**config.mk**
```make
export PLATFORM = sky130hd
export DESIGN_NAME = mmio_io_ctrl
export DESIGN_NICKNAME = d
export VERILOG_FILES = /design/src/rtl/mmio_pkg.sv /design/src/rtl/mmio_io_ctrl_sync.sv /design/src/rtl/mmio_io_ctrl.sv
export SDC_FILE = /design/constraint.sdc
export NUM_CORES = 1
export LEC_CHECK = 0
export BUFFER_PORTS_ARGS = -buffer_cell sky130_fd_sc_hd__buf_2
export CORE_ASPECT_RATIO = 0.5
export CORE_MARGIN = 4
export CORE_UTILIZATION = 35
export CTS_CLUSTER_SIZE = 16
export DETAILED_ROUTE_END_ITERATION = 12
export PLACE_DENSITY = 0.64
export SYNTH_ARGS = -nofsm -noshare
export SYNTH_HDL_FRONTEND = slang
export SYNTH_HIERARCHICAL = 1
export SYNTH_SLANG_ARGS = --single-unit
```
**constraint.sdc**
```tcl
create_clock -name clk -period 0.94 [get_ports clk]
set_input_delay 0.141 -clock clk [delete_from_list [all_inputs] [get_ports clk]]
set_output_delay 0.141 -clock clk [all_outputs]
set_load 0.05 [all_outputs]
```
**src/rtl/mmio_pkg.sv**
```systemverilog
// Shared constants for the memory-mapped I/O controller:
// CPU memory command encoding and the I/O word-address map.
package mmio_pkg;

  localparam logic [1:0] MNONE  = 2'b00;
  localparam logic [1:0] MREAD  = 2'b01;
  localparam logic [1:0] MWRITE = 2'b10;

  localparam logic [8:0] ADDR_LED     = 9'h100;
  localparam logic [8:0] ADDR_KEYFLAG = 9'h120;
  localparam logic [8:0] ADDR_SW      = 9'h140;
  localparam logic [8:0] ADDR_CNT_LO  = 9'h180;
  localparam logic [8:0] ADDR_CNT_HI  = 9'h181;

endpackage

```
**src/rtl/mmio_io_ctrl_sync.sv**
```systemverilog
// Two-flop synchroniser with a one-cycle falling-edge pulse
// on the synchronised value; reset level is a parameter.
module sync_fall_edge #(
  parameter int   W       = 1,
  parameter logic RST_VAL = 1'b0
) (
  input  logic         clk,
  input  logic         reset_n,
  input  logic [W-1:0] i_d,
  output logic [W-1:0] o_sync,
  output logic [W-1:0] o_fall
);

  logic [W-1:0] r_s1;
  logic [W-1:0] r_s2;
  logic [W-1:0] r_prev;

  always_ff @(posedge clk or negedge reset_n) begin
    if (!reset_n) begin
      r_s1   <= {W{RST_VAL}};
      r_s2   <= {W{RST_VAL}};
      r_prev <= {W{RST_VAL}};
    end else begin
      r_s1   <= i_d;
      r_s2   <= r_s1;
      r_prev <= r_s2;
    end
  end

  assign o_sync = r_s2;
  assign o_fall = r_prev & ~r_s2;

endmodule

```
**src/rtl/mmio_io_ctrl.sv**
```systemverilog
// MMIO controller: LEDs, halt indicator, switches, key flags.
// Cycle counter (CNT_LO/CNT_HI) built only with MMIO_CYCLE_COUNTER_EN.
module mmio_io_ctrl
  import mmio_pkg::*;
#(
  parameter int CNT_W = 32,
  parameter int SW_W  = 8
) (
  input  logic            clk,
  input  logic            reset_n,
  input  logic [1:0]      mem_cmd,
  input  logic [8:0]      mem_addr,
  input  logic [15:0]     write_data,
  input  logic            halt,
  input  logic [SW_W-1:0] sw,
  input  logic [1:0]      key_n,
  output logic [15:0]     read_data,
  output logic            io_hit,
  output logic [7:0]      ledr,
  output logic            led_halt
);

  if (CNT_W < 17 || CNT_W > 32) begin : g_cnt_w_chk
    $error("CNT_W must be 17..32");
  end

  logic [15:0]     r_rdata;
  logic            r_hit;
  logic [7:0]      r_ledr;
  logic            r_halt;
  logic [1:0]      r_flag;
  logic [15:0]     w_rdata;
  logic [SW_W-1:0] w_sw_sync;
  logic [SW_W-1:0] w_unused_sw_fall;
  logic [1:0]      w_key_fall;
  logic [1:0]      w_unused_key_sync;
  logic            w_unused_wdata;
  logic            w_rd;
  logic            w_wr;
  logic            w_hit_led;
  logic            w_hit_kf;
  logic            w_hit_sw;
  logic            w_io;

  assign w_unused_wdata = ^write_data[15:8];

  sync_fall_edge #(
    .W       (SW_W),
    .RST_VAL (1'b0)
  ) u_sw_sync (
    .clk     (clk),
    .reset_n (reset_n),
    .i_d     (sw),
    .o_sync  (w_sw_sync),
    .o_fall  (w_unused_sw_fall)
  );

  for (genvar i = 0; i < 2; i++) begin : g_key
    sync_fall_edge #(
      .W       (1),
      .RST_VAL (1'b1)
    ) u_key_sync (
      .clk     (clk),
      .reset_n (reset_n),
      .i_d     (key_n[i]),
      .o_sync  (w_unused_key_sync[i]),
      .o_fall  (w_key_fall[i])
    );
  end

  assign w_rd      = (mem_cmd == MREAD);
  assign w_wr      = (mem_cmd == MWRITE);
  assign w_hit_led = (mem_addr == ADDR_LED);
  assign w_hit_kf  = (mem_addr == ADDR_KEYFLAG);
  assign w_hit_sw  = (mem_addr == ADDR_SW);

`ifdef MMIO_CYCLE_COUNTER_EN
  logic [CNT_W-1:0] r_cnt;
  logic [15:0]      r_shadow;
  logic             w_hit_lo;
  logic             w_hit_hi;

  assign w_hit_lo = (mem_addr == ADDR_CNT_LO);
  assign w_hit_hi = (mem_addr == ADDR_CNT_HI);
  assign w_io = w_hit_led | w_hit_kf | w_hit_sw |
                w_hit_lo | w_hit_hi;

  // Upper bits are frozen into the shadow on a LO read
  // so a following HI read pairs with it coherently.
  always_ff @(posedge clk or negedge reset_n) begin
    if (!reset_n) begin
      r_cnt    <= '0;
      r_shadow <= '0;
    end else begin
      if (!halt) r_cnt <= r_cnt + CNT_W'(1);
      if (w_rd && w_hit_lo) r_shadow <= 16'(r_cnt >> 16);
    end
  end
`else
  assign w_io = w_hit_led | w_hit_kf | w_hit_sw;
`endif

  always_comb begin
    w_rdata = '0;
    unique case (1'b1)
      w_hit_led: w_rdata = {8'h00, r_ledr};
      w_hit_kf:  w_rdata = {14'b0, r_flag};
      w_hit_sw:  w_rdata = 16'(w_sw_sync);
`ifdef MMIO_CYCLE_COUNTER_EN
      w_hit_lo:  w_rdata = r_cnt[15:0];
      w_hit_hi:  w_rdata = r_shadow;
`endif
      default:   w_rdata = '0;
    endcase
  end

  always_ff @(posedge clk or negedge reset_n) begin
    if (!reset_n) begin
      r_rdata <= '0;
      r_hit   <= 1'b0;
      r_ledr  <= '0;
      r_halt  <= 1'b0;
      r_flag  <= '0;
    end else begin
      r_hit   <= w_rd & w_io;
      r_rdata <= (w_rd & w_io) ? w_rdata : '0;
      if (w_wr && w_hit_led) r_ledr <= write_data[7:0];
      r_halt  <= r_halt | halt;
      // A new edge wins over the clearing read.
      r_flag  <= (r_flag & ~{2{w_rd & w_hit_kf}}) | w_key_fall;
    end
  end

  assign read_data = r_rdata;
  assign io_hit    = r_hit;
  assign ledr      = r_ledr;
  assign led_halt  = r_halt;

endmodule

```
==> results.md, run 1 <==
- Vias: 950
- Antenna fix cells: 0
- Final hold violations: 0
- Router iterations before antenna repair: 2
- Mapped Cells: 94
- Peak Freq: 987 MHz
- Final wirelength: 2990 um
- Critical path class: reg2out
- Largest net degree at the start of global routing: 43
- DRC viols: 0
- Layout cells sized above 1: 52.0%
- Setup violators final: 26
- Fin Hold WS: 43.7 ps
- Nets@finish: 210
- Max Cap Viol: 0
- M3 GR Usage: 5.09%
- Power Dens Cells: 1540 nW/um2
- Delay-heaviest family, CP: flip-flops
- Outcome: finished, violations left
- Root Driver: clkbuf_8
- Area grow syn2layout: 47.8%
- Multi-input combinational cell area: 424 um2
- Crit. End Element: output port
- Row count: 16
- Commonest non-fill, non-tap cells in the layout: dfrtp_1 (35), buf_2 (28), buf_6 (22)
- Worst setup margin: -73.2 ps
- Most Crowded Layer GR: met2
- First-pass GRT wire length: 4660 um
- Vias per cell: 4.22
- Peak supply drop: 619 uV
- Clock Tree Buf Depth: 2
- Total CTS buffers: 5
- Crit path largest cell delay: 410 ps
- WP buf/inv: 1
- Failing checks: negative setup slack
- Critical Path Start Type: flop
- Vias in the first global route: 1046
- Die area: 5480 um2
- FILL cells: 327
- Min Tclk post-route: 1010 ps
- Commonest non-fill, non-tap cell in the layout: dfrtp_1
- Depth of the worst hold-timing path: 2
- Mapped Area: 1510 um2
- Highest net fanout along the worst path: 3
- Antenna-violating nets left: 0
- Sequential cell area: 1060 um2
- Clock skew: 8.98 ps
- Leakage power: 0.00109 uW
- H-tree levels: 2
- Worst reg-to-reg path cell count: 3
- RePlAce Congestion: 0.732
- Met1 Use GR: 12.0%
- Core Box Area: 4020 um2
- Final core utilization: 55.3%
- Worst-Skew Late Latency: 290 ps
- Starting density of the core: 37.4%
- Met2 usage: 21.4%
- HP Class: in2reg
- Initial antenna violation count: 0
- Fin. max-slew vios: 0
- Clk sinks: 42
- GRT Total Usage: 11.6%
- Critical Path AT: 870 ps
- Req. time, crit path: 800 ps
- Dpl hpwl: 2060 um
- RSZ-0062 raised after global routing: true
- Chip height: 54.4 um
- DRT iter0 DRCs: 21
- CP max-delay cell: dfrtp_1
- Die X: 101 um
- WL per Instance: 13.3 um
- Cell breakdown of the critical path: buf_6
- Synth warnings: 6
- Final period utilization: 108%
- Avg Inst Size Synth: 16.0 um2
- Port Buf Inserts: 49
- Clock-pin transition on the worst setup and hold timing paths: 80 ps
- Global route total overflow: 0
- Ports: 66
- Crit path depth: 1
- CTS tree: yes
[final timing paths]
check	from	to	slack (ps)
setup reg to reg	ledr[1]$_DFFE_PN0P_	read_data[1]$_DFF_PN0_	10
hold / removal	halt	led_halt$_DFF_PN0_	40
max in group asynchronous	reset_n	g_key[1].u_key_sync/r_s1$_DFF_PN1_	320
hold reg to reg	u_sw_sync/r_s1[3]$_DFF_PN0_	u_sw_sync/o_sync[3]$_DFF_PN0_	350
setup / recovery	ledr[6]$_DFFE_PN0P_	ledr[6]	-70
min in group asynchronous	reset_n	read_data[5]$_DFF_PN0_	340
[through the flow]
step,cell area [um2],power (uW),setup TNS (ps),worst slack (ps),cells
6_report,2230,3420,-986,-73.2,225
2_1_floorplan,1530,2100,-1670,-176,101
4_1_cts,2170,3450,-1340,-81.1,223
3_3_place_gp,1850,2220,-4990,-329,202
5_1_grt,2230,3590,-2210,-108,225
3_5_place_dp,1850,2230,-5690,-382,202
[per-layer routing]
layer	vias to the layer above	routed length, um
li1	451	-
met4	0	24
met1	465	1140
met2	32	1580
met3	2	250
met5	-	0
[layout make-up]
cell class,count,area share [%]
Sequential cell,42,47.6
Tap cell,54,3.03
Clock buffer,8,4.04
Multi-Input combinational cell,50,19.0
Timing Repair Buffer,71,26.3
[where the power goes]
| part | switching (uW) | leakage, uW | internal (uW) | total [uW] |
|---|---|---|---|---|
| Sequential | 20.4 | 0.000513 | 1870 | 1890 |
| Clock | 577 | 0.0000455 | 599 | 1180 |
| Combinational | 201 | 0.000535 | 158 | 359 |
| Total | 798 | 0.00109 | 2630 | 3420 |
[registers in the layout, indices dropped and copies added, names as in the netlist]
register	cells
g_key.u_key_sync/r_prev	2
r_flag	2
io_hit	1
g_key.u_key_sync/r_s1	2
u_sw_sync/r_s1	8
u_sw_sync/o_sync	8
led_halt	1
ledr	8
g_key.u_key_sync/o_sync	2
read_data	8
[timing repair]
action	CTS	global route
endpoints found under the setup margin	26	32
buffers inserted	2	2
pin swaps	0	4
gates resized for setup	36	10
hold buffers	11	0
endpoints found under the hold margin	46	0
(Power assumes the default switching activity.)
==> run 2, diff against run 1 <==
--- a/config.mk
+++ b/config.mk
@@ -7,7 +7,7 @@
 export LEC_CHECK = 0
 export BUFFER_PORTS_ARGS = -buffer_cell sky130_fd_sc_hd__buf_2
 export CORE_ASPECT_RATIO = 0.5
-export CORE_MARGIN = 4
+export CORE_MARGIN = 2
 export CORE_UTILIZATION = 35
 export CTS_CLUSTER_SIZE = 16
 export DETAILED_ROUTE_END_ITERATION = 12
==> constraint.sdc (replaced) <==
create_clock -name clk -period 0.94 [get_ports clk]
set_input_delay 0.047 -clock clk [delete_from_list [all_inputs] [get_ports clk]]
set_output_delay 0.047 -clock clk [all_outputs]
set_load 0.05 [all_outputs]
==> run 2 against run 1 <==
- the flow now finishes without violations
- worst setup slack improved by 88 ps
- first-iteration DRC count increased by 62%
- total power increased by 0.78%
- count of clock-buffer cells in the layout decreased by 2
- cell count increased by 2.7%
- die area decreased by 11%
- sequential cell count unchanged
- non-clock buffer count increased by 6
- global-route usage grew 0.97 points
- sequential power hardly changed
- largest power group unchanged
==> results.md, run 2 (synthesis gave the netlist of run 1 again) <==
- Outcome: completed (was finished, violations left)
- Fin. max-slew vios: 0 (unchanged)
- Largest net degree at the start of global routing: 43 (unchanged)
- Crit. End Element: flop (was output port)
- Critical Path Start Type: input pin (was flop)
- CTS tree: yes (unchanged)
- Clk sinks: 42 (unchanged)
- Row count: 16 (unchanged)
- Leakage power: 0.00110 uW (was 0.00109 uW)
- Vias: 986 (was 950)
- Total CTS buffers: 5 (unchanged)
- Ports: 66 (unchanged)
- DRC viols: 0 (unchanged)
- Die area: 4880 um2 (was 5480 um2)
- Dpl hpwl: 1870 um (was 2060 um)
- H-tree levels: 2 (unchanged)
- Crit path largest cell delay: 350 ps (was 410 ps)
- Req. time, crit path: 1110 ps (was 800 ps)
- Area of placed instances: 1850 um2 (about the same)
- Worst reg-to-reg path cell count: 3 (unchanged)
- DRT iter0 DRCs: 34 (was 21)
- Critical path class: in2reg (was reg2out)
- RSZ-0062 raised after global routing: true (unchanged)
- Clock-pin transition on the worst setup and hold timing paths: 70 ps (was 80 ps)
- Router iterations before antenna repair: 4 (was 2)
- Total power: 3450 uW (was 3420 uW)
- Final core utilization: 56.1% (was 55.3%)
- Vias per cell: 4.27 (was 4.22)
- Die X: 96.8 um (was 101 um)
- First-pass GRT wire length: 4650 um (was 4660 um)
- CP max-delay cell: nor4_4 (was dfrtp_1)
- Peak supply drop: 736 uV (was 619 uV)
- Final wirelength: 2960 um (was 2990 um)
- Fin Hold WS: 76.6 ps (was 43.7 ps)
- HP Class: in2reg (unchanged)
- Setup TNS: 0 ps (was -986 ps)
- Peak Freq: 1080 MHz (was 987 MHz)
- Area grow syn2layout: 49.8% (was 47.8%)
- Commonest non-fill, non-tap cells in the layout: dfrtp_1 (33), buf_2 (30), dlygate4sd3_1 (20) (was dfrtp_1 (35), buf_2 (28), buf_6 (22))
- Post-route cell area: 2260 um2 (was 2230 um2)
- Chip height: 50.4 um (was 54.4 um)
- Initial antenna violation count: 0 (unchanged)
- Critical Path AT: 1100 ps (was 870 ps)
- GRT Total Usage: 12.6% (was 11.6%)
- Antenna fix cells: 0 (unchanged)
- Commonest non-fill, non-tap cell in the layout: dfrtp_1 (unchanged)
- Global route total overflow: 0 (unchanged)
- Layout cells sized above 1: 49.7% (was 52.0%)
- Antenna-violating nets left: 0 (unchanged)
- Delay-heaviest family, CP: simple AND/OR/NAND/NOR gates (was flip-flops)
- WP buf/inv: 1 (unchanged)
- Root Driver: clkbuf_8 (unchanged)
- Worst-Skew Late Latency: 290 ps (about the same)
- Depth of the worst hold-timing path: 3 (was 2)
- R2R Path Start: ledr[1]$_DFFE_PN0P_ (unchanged)
- Critical path launch point: mem_addr[6] (was ledr[6]$_DFFE_PN0P_)
- Vias in the first global route: 1043 (was 1046)
- Setup violators final: 0 (was 26)
- Power Dens Cells: 1530 nW/um2 (was 1540 nW/um2)
- Crit path depth: 4 (was 1)
- Highest net fanout along the worst path: 8 (was 3)
- WL per Instance: 12.8 um (was 13.3 um)
- Cell breakdown of the critical path: buf_8, nor4_4, nand4_4, mux2_4 (was buf_6)
- Nets@finish: 216 (was 210)
- RePlAce Congestion: 0.740 (was 0.732)
- Core Box Area: 4020 um2 (unchanged)
- Min Tclk post-route: 925 ps (was 1010 ps)
- Worst min-delay path startpoint: mem_addr[5] (was halt)
- Max Cap Viol: 0 (unchanged)
- Final period utilization: 98.4% (was 108%)
- Clock skew: 4.87 ps (was 8.98 ps)
- Port Buf Inserts: 49 (unchanged)
- Clock Tree Buf Depth: 2 (unchanged)
- Final hold violations: 0 (unchanged)
- Starting density of the core: 37.4% (unchanged)
## run 2: cell types whose count changed in the layout (fill, tap and decap cells not counted), moves of 2 or more
cell and delta:
dfrtp_2 +2, clkbuf_1 -2, dfrtp_1 -2, buf_2 +2
buf_6 -10, dlygate4sd3_1 +9, clkbuf_4 +4
## run 2: metal layers
| metal | GRT usage, % | vias up | wire (um) |
|---|---|---|---|
| met5 | 0 | - | 0 |
| met4 | 8.45 | 0 | 78 |
| met3 | 3.48 | 9 | 98 |
| met2 | 22.2 | 29 | 1640 |
| met1 | 13.6 | 480 | 1140 |
| li1 | - | 468 | - |
## run 2: worst paths after layout
path | endpoint | slack, ps
max | ledr[1]$_DFFE_PN0P_ | 20
min | io_hit$_DFF_PN0_ | 80
max reg2reg | read_data[1]$_DFF_PN0_ | 50
min reg2reg | u_sw_sync/o_sync[5]$_DFF_PN0_ | 350
max in group asynchronous | g_key[1].u_key_sync/r_prev$_DFF_PN1_ | 420
min in group asynchronous | u_sw_sync/o_sync[3]$_DFF_PN0_ | 260
## run 2: power by group
| group | switching (uW) | internal [uW] |
|---|---|---|
| combinational | 202 | 179 |
| clock | 591 | 590 |
| sequential | 20.7 | 1870 |
## run 2: worst reg2reg max path, cell delays in order, from the launching register on
cell and delay (ps):
dfrtp_2 430, mux2i_1 140, a2bb2oi_1 170, nor2_1 50
## run 2: cell type report
cell class	count	area, um2
fillers	327	1770
flip-flops and latches	42	1060
repair buffers	77	618
multi-input cells	50	413
clock buffers	6	82.6
well taps	54	67.6
clock inverters	2	12.5
## run 2: repair_timing
item,4_1_cts,5_1_grt
endpoints found under the setup margin,11,14
buffers inserted,0,1
hold buffers,20,0
pin swaps,0,3
hold endpoints to repair,61,0
gates resized for setup,18,16
## run 2: metrics by stage
stage | setup slack (ps) | cells
finish | 15.2 | 231
floorplan | -84.6 | 101
global placement | -227 | 202
CTS | 0.833 | 230
global route | -17.8 | 231
detailed placement | -288 | 202
